## config.mk

```make
export PLATFORM = sky130hd
export DESIGN_NAME = multicycle_controller
export DESIGN_NICKNAME = d
export VERILOG_FILES = /design/src/rtl/multicycle_controller.sv
export SDC_FILE = /design/constraint.sdc
export NUM_CORES = 1
export LEC_CHECK = 0
export CAP_MARGIN = 20
export CORE_ASPECT_RATIO = 1.25
export CORE_MARGIN = 1.5
export CORE_UTILIZATION = 38
export DETAILED_ROUTE_END_ITERATION = 10
export GPL_TIMING_DRIVEN = 0
export PLACE_DENSITY = 0.79
export SYNTH_ARGS = -nofsm -noshare
export SYNTH_HDL_FRONTEND = slang
export SYNTH_SLANG_ARGS = --single-unit
```

## constraint.sdc

```tcl
create_clock -name clk -period 1.85 [get_ports clk]
set_input_delay 0.37 -clock clk [delete_from_list [all_inputs] [get_ports clk]]
set_output_delay 0.37 -clock clk [all_outputs]
set_load 0.02 [all_outputs]
```

## src/rtl/multicycle_controller.sv

```systemverilog
// Control FSM for the multi-cycle RV32I datapath.
// Moore outputs from state and IR fields; BRANCH's PCWrite also follows zero/lt.
module multicycle_controller (
  input  logic       clk,
  input  logic       rst,
  input  logic [6:0] opcode,
  input  logic [2:0] func3,
  input  logic [6:0] func7,
  input  logic       zero,
  input  logic       lt,
  output logic       PCWrite,
  output logic       AdrSrc,
  output logic       MemWrite,
  output logic       IRWrite,
  output logic [1:0] ResultSrc,
  output logic [1:0] ALUSrcA,
  output logic [1:0] ALUSrcB,
  output logic [2:0] ALUControl,
  output logic [2:0] ImmSrc,
  output logic       RegWrite
);

  localparam logic [6:0] OP_R    = 7'b0110011;
  localparam logic [6:0] OP_I    = 7'b0010011;
  localparam logic [6:0] OP_LW   = 7'b0000011;
  localparam logic [6:0] OP_SW   = 7'b0100011;
  localparam logic [6:0] OP_B    = 7'b1100011;
  localparam logic [6:0] OP_JAL  = 7'b1101111;
  localparam logic [6:0] OP_JALR = 7'b1100111;
  localparam logic [6:0] OP_LUI  = 7'b0110111;

  typedef enum logic [3:0] {
    FETCH, DECODE, MEMADR, MEMREAD,
    MEMWB, MEMWRITE, EXECUTER, EXECUTEI,
    ALUWB, BRANCH, JAL, JALR1,
    JALR2, LUI
  } state_t;

  state_t state, next;
  logic [2:0] aluop;
  logic [2:0] immsel;
  logic       taken;
  logic       unused_f7;

  assign unused_f7 = ^{func7[6], func7[4:0]};

  always_ff @(posedge clk) begin
    if (rst) state <= FETCH;
    else     state <= next;
  end

  always_comb begin
    case (opcode)
      OP_LW, OP_I, OP_JALR: immsel = 3'b000;
      OP_SW:                immsel = 3'b001;
      OP_B:                 immsel = 3'b010;
      OP_JAL:               immsel = 3'b011;
      OP_LUI:               immsel = 3'b100;
      default:              immsel = 3'b000;
    endcase
  end

  // Only R-type uses func7[5] to turn add into sub.
  always_comb begin
    case (func3)
      3'b000:  aluop = (opcode == OP_R && func7[5])
                       ? 3'b001 : 3'b000;
      3'b111:  aluop = 3'b010;
      3'b110:  aluop = 3'b011;
      3'b010:  aluop = 3'b101;
      default: aluop = 3'b000;
    endcase
  end

  always_comb begin
    case (func3)
      3'b000:  taken = zero;
      3'b001:  taken = !zero;
      3'b100:  taken = lt;
      3'b101:  taken = !lt;
      default: taken = 1'b0;
    endcase
  end

  always_comb begin
    next       = state;
    PCWrite    = 1'b0;
    AdrSrc     = 1'b0;
    MemWrite   = 1'b0;
    IRWrite    = 1'b0;
    ResultSrc  = 2'b00;
    ALUSrcA    = 2'b00;
    ALUSrcB    = 2'b00;
    ALUControl = 3'b000;
    ImmSrc     = immsel;
    RegWrite   = 1'b0;
    case (state)
      FETCH: begin
        IRWrite   = 1'b1;
        PCWrite   = 1'b1;
        ALUSrcB   = 2'b10;
        ResultSrc = 2'b10;
        next      = DECODE;
      end
      DECODE: begin
        ALUSrcA = 2'b01;
        ALUSrcB = 2'b01;
        case (opcode)
          OP_LW, OP_SW: next = MEMADR;
          OP_R:         next = EXECUTER;
          OP_I:         next = EXECUTEI;
          OP_B:         next = BRANCH;
          OP_JAL:       next = JAL;
          OP_JALR:      next = JALR1;
          OP_LUI:       next = LUI;
          default:      next = FETCH;
        endcase
      end
      MEMADR: begin
        ALUSrcA = 2'b10;
        ALUSrcB = 2'b01;
        next    = (opcode == OP_LW) ? MEMREAD : MEMWRITE;
      end
      MEMREAD: begin
        AdrSrc = 1'b1;
        next   = MEMWB;
      end
      MEMWB: begin
        ResultSrc = 2'b01;
        RegWrite  = 1'b1;
        next      = FETCH;
      end
      MEMWRITE: begin
        AdrSrc   = 1'b1;
        MemWrite = 1'b1;
        next     = FETCH;
      end
      EXECUTER: begin
        ALUSrcA    = 2'b10;
        ALUControl = aluop;
        next       = ALUWB;
      end
      EXECUTEI: begin
        ALUSrcA    = 2'b10;
        ALUSrcB    = 2'b01;
        ALUControl = aluop;
        next       = ALUWB;
      end
      ALUWB: begin
        RegWrite = 1'b1;
        next     = FETCH;
      end
      BRANCH: begin
        ALUSrcA    = 2'b10;
        ALUControl = 3'b001;
        PCWrite    = taken;
        next       = FETCH;
      end
      JAL, JALR2: begin
        ALUSrcA = 2'b01;
        ALUSrcB = 2'b10;
        PCWrite = 1'b1;
        next    = ALUWB;
      end
      JALR1: begin
        ALUSrcA = 2'b10;
        ALUSrcB = 2'b01;
        next    = JALR2;
      end
      LUI: begin
        ResultSrc = 2'b11;
        RegWrite  = 1'b1;
        next      = FETCH;
      end
      default: next = FETCH;
    endcase
    // Reset silences every output, FETCH's writes included.
    if (rst) begin
      PCWrite    = 1'b0;
      AdrSrc     = 1'b0;
      MemWrite   = 1'b0;
      IRWrite    = 1'b0;
      ResultSrc  = 2'b00;
      ALUSrcA    = 2'b00;
      ALUSrcB    = 2'b00;
      ALUControl = 3'b000;
      ImmSrc     = 3'b000;
      RegWrite   = 1'b0;
    end
  end

endmodule
```

==> results by group <==
Global routing
  – First-pass GRT wire length: 3.50 mm
  – Largest net degree at the start of global routing: 11
  – Met2 Track Usage GR: 0.427
  – Initial antenna violation count: 0
  – GRT Total Usage: 0.231
  – GR peak layer: met2
  – Total grt overflow: 0
  – Global routing met1 resource utilization: 0.266
  – Number of global-route vias before repair: approximately 860
  – Grt met3 use: 0.0261

Clocking
  – Post-CTS Hold Buffers: 0
  – Clock root buffer: clkbuf_4
  – Clk buf depth: 2
  – Clock sink count: 4
  – Clock Latency Late Sink: around 0.23 ns
  – CTS tree: yes
  – Clock transition at path regs: ~0.040 ns
  – Clock buffer count from CTS: 3
  – H-tree levels: 1

Pwr
  – Peak supply drop: between 0.0004 and 0.0005 V
  – P_leak: slightly below 0.5 nW
  – PwrDens: about 300 mW/mm^2

Logic synthesis
  – Ys async rst share: 0
  – Number of synthesized register bits: 4
  – Avg Synthesized Cell Area: 7.10 um^2
  – Syn Nets: about 120
  – Yosys warns: 0
  – Number of synthesized flops with an enable pin: 0
  – Synth Instances: 98
  – Post-synth top flop: dfxtp_1
  – Number of library cell types mapped by synthesis: 43
  – Sequential fraction of the synthesis area: 0.115
  – Synthesized area: between 600 and 700 um^2

Placed design
  – RePlAce Congestion: 0.848
  – IO buf count: 28
  – Post-DP HPWL: 1.58 mm

Finish
  – Layout cell share with drive strength beyond 1: 0.489
  – Seq. cell area: 83.8 um^2
  – Layout Utilization: 0.727
  – Most flops, register: state
  – Max reg flops: 4
  – NumNets Final: roughly 160
  – Final-layout fill cell count: 139
  – ANT cells: 0
  – Area of the multi-input gates: 701 um^2
  – Largest registers: state (4)
  – Synthesis-to-finish area growth: 82.4%

STA
  – Slew Limit Fails: 0
  – Unrepaired setup endpoints after global routing: yes
  – Final Worst Setup Slack: -0.0651 ns
  – Fin. Hold Viols: 0
  – Finish-stage setup viols: 3
  – Worst slew pin tran: 0.425 ns
  – Max-slew headroom: 0.713
  – Total negative slack: -0.145 ns
  – Setup Skew: ~0.0064 ns
  – F_max: roughly 520 MHz
  – Tcrit/Tclk final: 1.04
  – Min Clock Period, post-route: 1.92 ns

Routing
  – Drt first pass iters: 5
  – DR iter-0 viols: 28
  – Drt total wl: roughly 2.6 mm
  – Via Count: between 900 and 1k
  – Via density: about 6.4
  – Routed Antenna Nets: 0
  – Remaining DRCs: 0
  – Wire length per cell: 17.1 um

Status
  – Outcome: complete, but fails checks
  – Failing checks: setup timing

Critical path
  – CP Capture Type: output pin
  – Critical Path RT: 1.48 ns
  – Crit path DAT: around 1.6 ns
  – Worst setup SP type: flop
  – Kind of critical path: reg2out
  – Worst Path Max Fanout: 8

Floorplanning
  – Die Width: just over 40 um
  – Die area: ~0.0021 mm^2
  – Initial core utilization: 0.399
  – Chip Height: approximately 51 um
  – Row count: 17
  – IO Count: 38
  – Core area: between 0.0015 and 0.002 mm^2

Hold path
  – Worst hold path class: in2reg

Flow run
  – Max Cap Viol: 0
where the power goes:
part / total (mW) / leakage (nW) / internal, mW / switching (mW)
clock network: 0.104 / 0.0138 / 0.0722 / 0.0313
logic: 0.178 / 0.442 / 0.0782 / 0.100
registers: 0.0972 / 0.0338 / 0.0906 / 0.00657
total: 0.379 / 0.490 / 0.241 / 0.138
path summary, 6_finish.rpt:
kind              cells after the start  slack, ns  startpoint         end
hold reg to reg                       3       0.61    state[1]    state[2]
setup reg to reg                      4       0.53    state[2]    state[2]
hold / removal                        3       0.50   opcode[2]    state[3]
setup / recovery                      6      -0.07    state[2]  ALUSrcA[0]
repair_timing:
| action | CTS | global route |
|---|---|---|
| endpoints found under the setup margin | 17 | 15 |
| cloned | 1 | 0 |
| resized for setup | 117 | 19 |
| pin swaps | 6 | 7 |
| setup buffers | 2 | 3 |
area by class of cell:
class	count	share of cell area
Buffer	11	0.0868
Inverter	6	0.0178
Clock buffer	3	0.0178
Multi-Input combinational cell	77	0.552
Timing Repair Buffer	34	0.241
Sequential cell	4	0.0661
Tap cell	19	0.0187
logic make-up (layout without fill, tap and decap cells):
kind of cell,count (synthesis),count (layout),synth area share
simple gates,47,47,0.432
flops,4,4,0.115
mux,1,1,0.0144
buf+inv,17,54,0.112
xor+xnor,5,5,0.0629
compound gates,24,24,0.264
worst max-delay path, stage by stage (launching register included):
cell	delay [ns]
dfxtp_2	0.32
buf_8	0.14
buf_12	0.12
xor2_4	0.18
a31oi_1	0.23
nor2_1	0.06
clkdlybuf4s15_2	0.25
synth_stat cells (2+ instances only):
cell type / n / area [um^2]
buf_1: 2 / 7.51
buf_2: 5 / 25.0
nand4b_1: 2 / 17.5
o2111ai_1: 2 / 17.5
and3_1: 2 / 12.5
nor2b_1: 2 / 12.5
and4bb_2: 2 / 25.0
nand3_1: 4 / 20.0
nor3_1: 5 / 25.0
clkbuf_1: 3 / 11.3
nor4_1: 2 / 12.5
a211oi_1: 5 / 37.5
nor2_1: 7 / 26.3
nand2_1: 6 / 22.5
nand4_1: 3 / 18.8
xor2_1: 4 / 35.0
dfxtp_1: 4 / 80.1
inv_1: 6 / 22.5
nor4bb_1: 2 / 20.0
a31oi_1: 2 / 12.5
a21oi_1: 4 / 20.0
nor4b_1: 3 / 26.3
layout by cell type (no fill, tap or decap), types with 5 or more instances in the layout:
cell | netlist | layout
dlygate4sd2_1 | 0 | 5
nand2_1 | 6 | 5
buf_2 | 5 | 7
nor2_1 | 7 | 5
buf_4 | 0 | 10
clkbuf_4 | 0 | 5
inv_1 | 6 | 6
stage by stage:
stage          cell area, um^2  setup WS, ns  power (mW)  hold slack [ns]  cells
2_1_floorplan              718       0.00679       0.187            0.562     98
3_3_place_gp              1020        -0.752       0.258            0.584    145
3_5_place_dp              1020        -0.766       0.260            0.590    145
4_1_cts                   1200       -0.0251       0.371            0.480    151
5_1_grt                   1270        -0.152       0.403            0.498    154
6_report                  1270       -0.0651       0.379            0.496    154
per-layer routing:
metal / wire length, um / part of all wire / up-vias
li1: - / - / 461
met1: 1090 / 0.42 / 465
met2: 1310 / 0.50 / 53
met3: 173 / 0.066 / 6
met4: 48 / 0.018 / 0
met5: 0 / 0 / -
No activity file was read; power rests on OpenSTA's default activity.
